$ cat config.mk
export PLATFORM = sky130hd
export DESIGN_NAME = data_mem_bridge
export DESIGN_NICKNAME = d
export VERILOG_FILES = /design/src/rtl/data_mem_bridge_pkg.sv /design/src/rtl/dmb_lane_fmt.sv /design/src/rtl/data_mem_bridge.sv
export SDC_FILE = /design/constraint.sdc
export NUM_CORES = 1
export LEC_CHECK = 0
export ABC_AREA = 1
export CAP_MARGIN = 20
export CORE_ASPECT_RATIO = 1.4
export CORE_MARGIN = 4
export CORE_UTILIZATION = 44
export DETAILED_ROUTE_END_ITERATION = 16
export GPL_ROUTABILITY_DRIVEN = 0
export HOLD_SLACK_MARGIN = 0.06
export PLACE_DENSITY = 0.79
export SYNTH_ARGS = -nofsm -noshare
export SYNTH_HDL_FRONTEND = slang
export SYNTH_SLANG_ARGS = --single-unit
$ cat constraint.sdc
create_clock -name clk -period 2.1 [get_ports clk]
set_input_delay 0.42 -clock clk [delete_from_list [all_inputs] [get_ports clk]]
set_output_delay 0.42 -clock clk [all_outputs]
set_load 0.01 [all_outputs]
$ cat src/rtl/data_mem_bridge_pkg.sv
// Shared encodings for the data memory bridge: access sizes, FSM states,
// full byte-enable mask and the alignment rule.
package data_mem_bridge_pkg;

  localparam logic [1:0] SZ_BYTE = 2'b00;
  localparam logic [1:0] SZ_HALF = 2'b01;
  localparam logic [1:0] SZ_WORD = 2'b10;

  localparam logic [3:0] BE_ALL = 4'b1111;

  typedef enum logic [1:0] {
    ST_IDLE,
    ST_REQ,
    ST_WAIT,
    ST_DONE
  } state_e;

  // Size code 2'b11 is handled as a word access.
  function automatic logic is_misaligned(input logic [1:0] size, input logic [1:0] lo);
    case (size)
      SZ_BYTE: return 1'b0;
      SZ_HALF: return lo[0];
      default: return lo != 2'b00;
    endcase
  endfunction

endpackage

$ cat src/rtl/dmb_lane_fmt.sv
// Little-endian lane formatter: byte enables and replicated store data on the
// way out, lane selection and sign/zero extension of load data on the way in.
module dmb_lane_fmt
  import data_mem_bridge_pkg::*;
(
  input  logic [1:0]  addr_lo,
  input  logic [1:0]  size,
  input  logic        sign,
  input  logic [31:0] wdata,
  input  logic [31:0] rdata,
  output logic [3:0]  be,
  output logic [31:0] wdata_rep,
  output logic [31:0] rdata_ext
);

  logic [1:0]  lane;
  logic [7:0]  sel_b;
  logic [15:0] sel_h;

  // Halves and words ignore the address bits below their natural alignment.
  always_comb begin
    lane      = 2'b00;
    be        = BE_ALL;
    wdata_rep = wdata;
    case (size)
      SZ_BYTE: begin
        lane      = addr_lo;
        be        = 4'b0001 << addr_lo;
        wdata_rep = {4{wdata[7:0]}};
      end
      SZ_HALF: begin
        lane      = {addr_lo[1], 1'b0};
        be        = addr_lo[1] ? 4'b1100 : 4'b0011;
        wdata_rep = {2{wdata[15:0]}};
      end
      default: begin
        lane      = 2'b00;
        be        = BE_ALL;
        wdata_rep = wdata;
      end
    endcase
  end

  always_comb begin
    sel_b = rdata[7:0];
    case (lane)
      2'd0:    sel_b = rdata[7:0];
      2'd1:    sel_b = rdata[15:8];
      2'd2:    sel_b = rdata[23:16];
      default: sel_b = rdata[31:24];
    endcase
    sel_h = lane[1] ? rdata[31:16] : rdata[15:0];
  end

  always_comb begin
    rdata_ext = rdata;
    case (size)
      SZ_BYTE: rdata_ext = {{24{sign & sel_b[7]}}, sel_b};
      SZ_HALF: rdata_ext = {{16{sign & sel_h[15]}}, sel_h};
      default: rdata_ext = rdata;
    endcase
  end

endmodule

$ cat src/rtl/data_mem_bridge.sv
// M-stage to multi-cycle data bus bridge with pipeline stall and watchdog.
// Define DMB_MISALIGN_EXC_EN to reject misaligned half/word accesses.
module data_mem_bridge
  import data_mem_bridge_pkg::*;
#(
  parameter int unsigned TIMEOUT_CYC = 255,
  parameter int unsigned CNT_W       = 8
) (
  input  logic        clk,
  input  logic        rst,
  input  logic        mem_en_i,
  input  logic        mem_wr_i,
  input  logic [1:0]  size_i,
  input  logic        sign_i,
  input  logic [31:0] addr_i,
  input  logic [31:0] wdata_i,
  output logic [31:0] rdata_o,
  output logic        stall_o,
  output logic        misalign_o,
  output logic        bus_err_o,
  output logic        bus_req_o,
  output logic        bus_wr_o,
  output logic [3:0]  bus_be_o,
  output logic [31:0] bus_addr_o,
  output logic [31:0] bus_wdata_o,
  input  logic        bus_addr_ok_i,
  input  logic        bus_data_ok_i,
  input  logic [31:0] bus_rdata_i
);

  localparam logic [CNT_W-1:0] CNT_LAST =
    CNT_W'((TIMEOUT_CYC == 0) ? 0 : TIMEOUT_CYC - 1);

  state_e          state;
  logic [CNT_W-1:0] cnt;
  logic [1:0]      lo_q;
  logic [1:0]      size_q;
  logic            sign_q;

  logic            misaligned;
  logic            issue;
  logic            done_ok;
  logic            timeout;
  logic [1:0]      fmt_lo;
  logic [1:0]      fmt_size;
  logic [3:0]      fmt_be;
  logic [31:0]     fmt_wdata;
  logic [31:0]     fmt_rdata;

`ifdef DMB_MISALIGN_EXC_EN
  assign misaligned = is_misaligned(size_i, addr_i[1:0]);
`else
  assign misaligned = 1'b0;
`endif

  assign issue      = (state == ST_IDLE) && mem_en_i && !misaligned;
  assign stall_o    = !rst && (issue || state == ST_REQ || state == ST_WAIT);
  assign misalign_o = !rst && (state == ST_IDLE) && mem_en_i && misaligned;

  assign done_ok = ((state == ST_REQ) && bus_addr_ok_i && bus_data_ok_i) ||
                   ((state == ST_WAIT) && bus_data_ok_i);
  assign timeout = (TIMEOUT_CYC != 0) && (cnt == CNT_LAST);

  // One formatter serves both directions: in IDLE it formats the incoming
  // store, afterwards it extracts the load from the latched lane/size.
  assign fmt_lo   = (state == ST_IDLE) ? addr_i[1:0] : lo_q;
  assign fmt_size = (state == ST_IDLE) ? size_i : size_q;

  dmb_lane_fmt u_fmt (
    .addr_lo  (fmt_lo),
    .size     (fmt_size),
    .sign     (sign_q),
    .wdata    (wdata_i),
    .rdata    (bus_rdata_i),
    .be       (fmt_be),
    .wdata_rep(fmt_wdata),
    .rdata_ext(fmt_rdata)
  );

  always_ff @(posedge clk) begin
    if (rst) begin
      state       <= ST_IDLE;
      cnt         <= '0;
      lo_q        <= '0;
      size_q      <= '0;
      sign_q      <= 1'b0;
      rdata_o     <= '0;
      bus_err_o   <= 1'b0;
      bus_req_o   <= 1'b0;
      bus_wr_o    <= 1'b0;
      bus_be_o    <= '0;
      bus_addr_o  <= '0;
      bus_wdata_o <= '0;
    end else begin
      bus_err_o <= 1'b0;
      case (state)
        ST_IDLE: begin
          if (issue) begin
            lo_q        <= addr_i[1:0];
            size_q      <= size_i;
            sign_q      <= sign_i;
            bus_wr_o    <= mem_wr_i;
            bus_be_o    <= fmt_be;
            bus_addr_o  <= {addr_i[31:2], 2'b00};
            bus_wdata_o <= fmt_wdata;
            bus_req_o   <= 1'b1;
            cnt         <= '0;
            state       <= ST_REQ;
          end
        end
        ST_REQ, ST_WAIT: begin
          // A completing handshake wins over the watchdog in the same cycle.
          if (done_ok) begin
            state     <= ST_DONE;
            bus_req_o <= 1'b0;
            if (!bus_wr_o) rdata_o <= fmt_rdata;
          end else if (timeout) begin
            state     <= ST_DONE;
            bus_req_o <= 1'b0;
            bus_err_o <= 1'b1;
            if (!bus_wr_o) rdata_o <= '0;
          end else begin
            cnt <= cnt + CNT_W'(1);
            if (state == ST_REQ && bus_addr_ok_i) begin
              state     <= ST_WAIT;
              bus_req_o <= 1'b0;
            end
          end
        end
        ST_DONE: state <= ST_IDLE;
        default: state <= ST_IDLE;
      endcase
    end
  end

endmodule

### Word-level counts from Yosys, hierarchy flattened

Cells that the tools add are included.

| storage, ports and cells | value |
|---|---|
| flip-flop bits (word level) | 116 |
| latch bits | 0 |
| RAM bits | 0 |
| ROM bits | 0 |
| input port bits | 105 |
| output and inout port bits | 105 |
| word-level logic and storage cells | 79 |
| memories kept | 0 |

| operators by class | value |
|---|---|
| $add $sub $neg | 1 |
| multipliers | 0 |
| divide/modulo/power cells | 0 |
| magnitude comparators | 0 |
| eq/ne operators | 13 |
| shift-type cells | 1 |
| multiplexer cells | 28 |
| bitwise operators | 3 |
| reduce and logical (&&, ||, !) cells | 21 |

Operators with widths:

| cell | count |
|---|---|
| 32-bit two-way mux | 4 |
| 32-bit one-hot mux with 2 select lines | 2 |
| 8-bit two-way mux | 3 |
| 8-bit one-hot mux with 3 select lines | 1 |
| 16-bit two-way mux | 1 |
| 8-bit one-hot mux with 2 select lines | 1 |
| 2-bit two-way mux | 6 |
| 2-bit != test (second input constant) | 5 |
| 8-bit by 1-bit adder with 8-bit output (second input constant) | 1 |
| 8-bit == test (second input constant) | 1 |
| 4-bit one-hot mux with 2 select lines | 1 |
| 4-bit AND reduction | 2 |
| 2-bit by 1-bit == test with 1-bit output (second input constant) | 3 |
| 2-bit == test (second input constant) | 3 |
| 2-bit logical NOT | 3 |
| 2-bit one-hot mux with 3 select lines | 1 |
| 1-bit logical AND | 5 |
| 1-bit two-way mux | 5 |
| 4-bit two-way mux | 1 |
| 4-bit != test (second input constant) | 1 |
| 2-bit one-hot mux with 2 select lines | 1 |
| 2-bit AND reduction | 2 |
| 2-bit nonzero test | 2 |
| 1-bit by 2-bit left shift with 4-bit output (first input constant) | 1 |
| other kinds (8) | 11 |

### Depth between registers and ports, before layout

| depth | value |
|---|---|
| depth after elaboration | 10 |
| mapped depth | 17 |
| mapped depth without buffers | 15 |

### By module

A second synthesis with hierarchy kept.

| second synthesis, totals | value |
|---|---|
| cell total of the unflattened synthesis | 915 |
| area, all modules | 5926.9 um^2 |

By module, submodules not included:

| module | times used | cells each | area each (um^2) | seq. area each (um^2) |
|---|---|---|---|---|
| data_mem_bridge | 1 | 691 | 4849.7 | 2322.2 |
| dmb_lane_fmt | 1 | 224 | 1077.3 | 0.0 |

### Worst setup path before layout

Ideal clock, no wire load.

| timing path | value |
|---|---|
| path type | register to register |
| start | register state[0] |
| end | register rdata_o[26] |
| library setup time | 0.071 ns |
| data arrival time | 1.796 ns |
| data required time | 2.029 ns |
| setup slack | 0.233 ns |
| stages on the path, launching flop included | 16 |
| buffers on the path | 2 |
| clock period less this slack | 1.867 ns |
| cells stage by stage | dfxtp_1 inv_1 ha_1 buf_6 inv_4 nand2_1 nand2_2 nand2_4 nor2_8 nand2_1 nand3_2 nand3_4 nand2_4 buf_12 nand2_2 a21oi_2 |

| on the way | value |
|---|---|
| longest elaborated chain between the ends | 10 |
| elaborated cells between the ends (all ways) | 26 |
| classes of those cells | eq/ne (6); mux (8); bitwise (2); reduce/logical (10) |

RTL lines:

| element | line | source |
|---|---|---|
| from (decl) | data_mem_bridge.sv:34 | `state_e state;` |
| from (signal assigned) | data_mem_bridge.sv:82 | `state <= ST_IDLE;` |
| from (signal assigned) | data_mem_bridge.sv:108 | `state <= ST_REQ;` |
| from (signal assigned) | data_mem_bridge.sv:114 | `state <= ST_DONE;` |
| 2-bit logical NOT | data_mem_bridge.sv:66, data_mem_bridge.sv:67 |  |
| 2-bit two-way mux | data_mem_bridge.sv:67 | `assign fmt_size = (state == ST_IDLE) ? size_i : size_q;` |
| 2-bit by 1-bit == test with 1-bit output or 2-bit logical NOT (tied branches) | dmb_lane_fmt.sv:25, dmb_lane_fmt.sv:57 |  |
| 2-bit one-hot mux with 2 select lines | dmb_lane_fmt.sv:25 | `case (size)` |
| 2-bit == test (tied with other cells) | dmb_lane_fmt.sv:46 | `case (lane)` |
| 8-bit one-hot mux with 3 select lines | dmb_lane_fmt.sv:46 |  |
| 1-bit AND | dmb_lane_fmt.sv:58 | `SZ_BYTE: rdata_ext = {{24{sign & sel_b[7]}}, sel_b};` |
| 32-bit one-hot mux with 2 select lines | dmb_lane_fmt.sv:57 | `case (size)` |
| 32-bit two-way mux | data_mem_bridge.sv:116 | `if (!bus_wr_o) rdata_o <= fmt_rdata;` |
| 32-bit two-way mux | data_mem_bridge.sv:113 | `if (done_ok) begin` |
| to (signal assigned) | data_mem_bridge.sv:116 |  |
| to (decl) | data_mem_bridge.sv:17 | `output logic [31:0] rdata_o,` |

Parallel ways exist; a longest one is shown, timed or not. The select of a mux whose other input is x is not followed.
A chain may end at the register's enable or synchronous reset.

### Worst setup path in the final report

| timing path | value |
|---|---|
| start | register state[1] |
| end | register rdata_o[6] |

| on the way | value |
|---|---|
| longest elaborated chain between the ends | 9 |
| elaborated cells between the ends (all ways) | 24 |
| classes of those cells | eq/ne (6); mux (8); reduce/logical (10) |

RTL lines:

| element | line |
|---|---|
| 2-bit logical NOT | data_mem_bridge.sv:66, data_mem_bridge.sv:67 |
| 2-bit two-way mux | data_mem_bridge.sv:67 |
| 2-bit by 1-bit == test with 1-bit output or 2-bit logical NOT (tied branches) | dmb_lane_fmt.sv:25, dmb_lane_fmt.sv:57 |
| 2-bit one-hot mux with 2 select lines | dmb_lane_fmt.sv:25 |
| 2-bit == test (tied with other cells) | dmb_lane_fmt.sv:46 |
| 8-bit one-hot mux with 3 select lines | dmb_lane_fmt.sv:46 |
| 32-bit one-hot mux with 2 select lines | dmb_lane_fmt.sv:57 |
| 32-bit two-way mux | data_mem_bridge.sv:116 |
| 32-bit two-way mux | data_mem_bridge.sv:113 |

Parallel ways exist; a longest one is shown, timed or not. The select of a mux whose other input is x is not followed.

==> results <==
- The sequential area share after synthesis is 42.60%.
- The wire length of the first global-routing pass is 28170 µm.
- The clock transition at the registers of the reported paths is 50 ps.
- After floorplanning, the core was sized to cover 0.01200 mm².
- The clock drives 116 sinks.
- CTS built an H-tree with a depth of 4.
- For this design the ratio of total power to cell area is 1371 mW/mm².
- The post-placement worst setup slack is 3.604 ps.
- The number of pins exceeding their max-slew limit in the final report is 0.
- The design internal power is 7.128 mW.
- The slowest cell on the critical path is dfxtp_2.
- Among cell families on the critical path, the largest total delay comes from simple AND/OR/NAND/NOR gates.
- The final period utilization is 97.15%.
- Along the worst path, the maximum fanout reaches 10.
- The insertion delay to the later sink of the worst-skew pair is 410 ps.
- The combined buffer and inverter count along the critical path is 4.
- In this run, flip-flops and latches consume 25.2% of the power.
- The distinct cell type count after synthesis is 38.
- The number of ports placed on the die boundary is 210.
- The number of hold violations in the final report is 0.
- The cell area after synthesis is 0.005451 mm².
- The tightest min-delay check is of the reg2reg type.
- The utilization after layout is 70.92%.
- The count of nets left with antenna violations once routing finished came out at 0.
- The die covers 0.01426 mm².
- The number of global-route vias before repair was 5757.
- Buffers placed on the I/O ports in this run total 206.
- Leaving out fill and tap cells, the most frequent cells in the layout are 205 x clkdlybuf4s50_1, 149 x nand2_1, 137 x nor2_1, 115 x dfxtp_1, 69 x o21ai_0.
- The first detailed-routing pass ran for 6 iterations.
- The shortest clock period the worst path allows after layout is 2040 ps.
- Counting stages on the worst path, the most repeated cell is nand2_4.
- The master cell of the clock root buffer is clkbuf_16.
- The clock network power share is 25.3%.
- Averaged over all synthesized cells, the footprint is 7.034 µm².
- The most common cell after layout, fill and taps aside is clkdlybuf4s50_1.
- The final layout net count is 1109.
- The post-detailed-route via-to-cell ratio is 5.101.
- The combinational power share is 49.6%.
- In this run, placement finished with an instance count of 1122.
- The number of placement rows is 47.
- The required time of the critical path is 2380 ps.
- Clock tree synthesis inserted a total of 17 buffers.
- The flow ran to the end, and the final reports show no timing, DRC or antenna violations.
- The buffer depth of the longest clock path is 2.
- The number of hold buffers added after CTS was 0.
- The maximum achievable frequency is 0.4901 GHz.
- The worst setup skew after layout is 10.86 ps.
- The critical setup path kind is reg2reg.
- The largest single stage delay on the critical path is 320 ps.
- At the worst endpoint, the arrival time is 2320 ps.
- The violation count after the first detailed-route iteration is 261.
- The initial cell density of the core is 45.44%.
- TritonCTS built the clock tree.
- The number of storage elements in the synthesis netlist is 116.
- The worst voltage drop across the vdd grid is 0.0008204 V.
- The DRC violation count after routing is 0.
- Setup repair after global routing could not meet its margin everywhere.
- Of the cells placed in the final design, the portion with a size suffix greater than 1 is 11.78%.
- Leaving out filler cells and counting taps, the final layout contains 1157.
- The routed length per placed instance is 15.15 µm.
- The total grt overflow is 0.
- The leakage dissipation is 3.548 nW.
- The total vias in the final route is 5902.
- During synthesis, Yosys emitted a total of 0 warnings.
- Net switching is 38.88% of the power.
- The cell count after synthesis is 775.
- The type of destination of the critical path is a flip-flop.
- The final routed wirelength across all metal layers is 17520 µm.
- Setup violations remaining at the end of the flow were counted as 0.
- The total inserted antenna cells is 0.
- Walking the worst path, the cells encountered are inv_1, ha_2, buf_12, inv_4, nand2_2, nand2_4, nand2_4, nor2_8, buf_4, o21ai_0, nand3_1, o211ai_1, a21oi_1.
- The worst setup path is launched from a flip-flop.
- After legalization and detailed placement, the total HPWL measured 12800 µm.
- The die is 102.1 µm wide.
- The number of antenna violations at the first check in global routing is 0.
- The floorplan step set the die height to 139.7 µm.
- The pin count of the biggest net entering global routing is 64.
- The least setup slack across all paths after layout is 59.80 ps.
- Total power for the finished layout comes to 11.66 mW.
- The power dissipated by switching net loads is 4.535 mW.
- In the global route stage, overall resource usage came out at 24.70%.
- Compared with the post-synthesis result, the final layout area differs by 56.07%.
- The tool flagged a number of max-cap violations equal to 0.
[registers in the layout, indices dropped and copies added (netlist names)]
signal,flops
bus_req_o,1
rdata_o,32
bus_addr_o,30
size_q,2
bus_wdata_o,32
bus_wr_o,1
state,2
lo_q,2
bus_be_o,4
sign_q,1
cnt,8
bus_err_o,1
[area by class of cell]
class	instances	area, µm²
fillers	1021	3488
multi-input cells	550	2694
repair buffers	248	2455
flip-flops and latches	116	2323
clock buffers	21	470.5
inverters	65	251.5
well taps	147	183.9
clock inverters	10	130.1
[worst min-delay path, delay by kind of cell, from the launching register on]
kind / cells / cell delay, ps
AO/OA/AOI/OAI: 1 / 50
flip-flops: 1 / 310
AND/OR/NAND/NOR: 1 / 60
[Yosys cell counts, drive strengths merged]
master | number | area share (%)
o221ai | 3 | 0.48
a211oi | 1 | 0.14
ha | 6 | 1.4
a31oi | 10 | 1.1
clkbuf | 27 | 1.9
nor4 | 1 | 0.11
o21bai | 1 | 0.14
xnor2 | 1 | 0.16
nand2 | 168 | 13
nor2 | 141 | 10
buf | 19 | 2.2
o21ai | 71 | 6.6
inv | 65 | 4.6
nand3 | 42 | 4.2
nor3b | 1 | 0.14
conb | 1 | 0.069
nand4 | 6 | 0.69
dfxtp | 116 | 43
o211ai | 23 | 3.2
nor3 | 1 | 0.092
o2111ai | 1 | 0.16
a21oi | 68 | 7.0
xor2 | 2 | 0.32
[power groups by stage]
stage | Clock (mW) | Combinational (mW) | Sequential [mW]
after global placement | 0 | 5.55 | 2.96
after CTS | 2.99 | 5.64 | 2.94
after floorplan | 0 | 3.10 | 3.15
final | 2.95 | 5.78 | 2.93
after global routing | 3.09 | 6.37 | 3.00
after detailed placement | 0 | 5.60 | 2.97
[per-layer routing]
layer | global-route usage [%] | share of wire, %
met1 | 27.24 | 38
met3 | 8.463 | 8.5
met5 | 0 | 0
met2 | 42.82 | 51
met4 | 9.537 | 2.8
[through the flow]
stage	setup TNS, ps	instance area (µm²)	hold WS [ps]
final	0	8508	464.4
after global placement	0	7849	453.1
after detailed placement	0	7849	457.7
after global routing	-98.80	8508	480.8
after CTS	0	8448	466.0
after floorplan	0	5459	447.1
[cell families (layout without fill, tap and decap cells)]
group | after synthesis | in the layout | synth area share, %
AO/OA/AOI/OAI | 178 | 178 | 18.82
XOR/XNOR | 3 | 3 | 0.4821
adder cells (fa/ha/maj) | 6 | 6 | 1.377
buffers and inverters | 111 | 344 | 8.584
flip-flops | 116 | 116 | 42.60
other | 1 | 3 | 0.06879
AND/OR/NAND/NOR | 360 | 360 | 28.07
[repair_timing]
action,in CTS,in global routing
endpoints found under the setup margin,1,54
pin swaps,0,3
gates resized for setup,1,11
buffers inserted,0,4
[final timing paths]
check	endpoint	slack, ps	cells after the start	from
max reg2reg	rdata_o[6]$_SDFFE_PP0P_	60	13	state[1]$_SDFFE_PP0P_
min reg2reg	rdata_o[18]$_SDFFE_PP0P_	460	2	rdata_o[18]$_SDFFE_PP0P_
min	rdata_o[18]$_SDFFE_PP0P_	460	2	rdata_o[18]$_SDFFE_PP0P_
max	rdata_o[6]$_SDFFE_PP0P_	60	13	state[1]$_SDFFE_PP0P_
No activity file was read; power rests on OpenSTA's default activity.
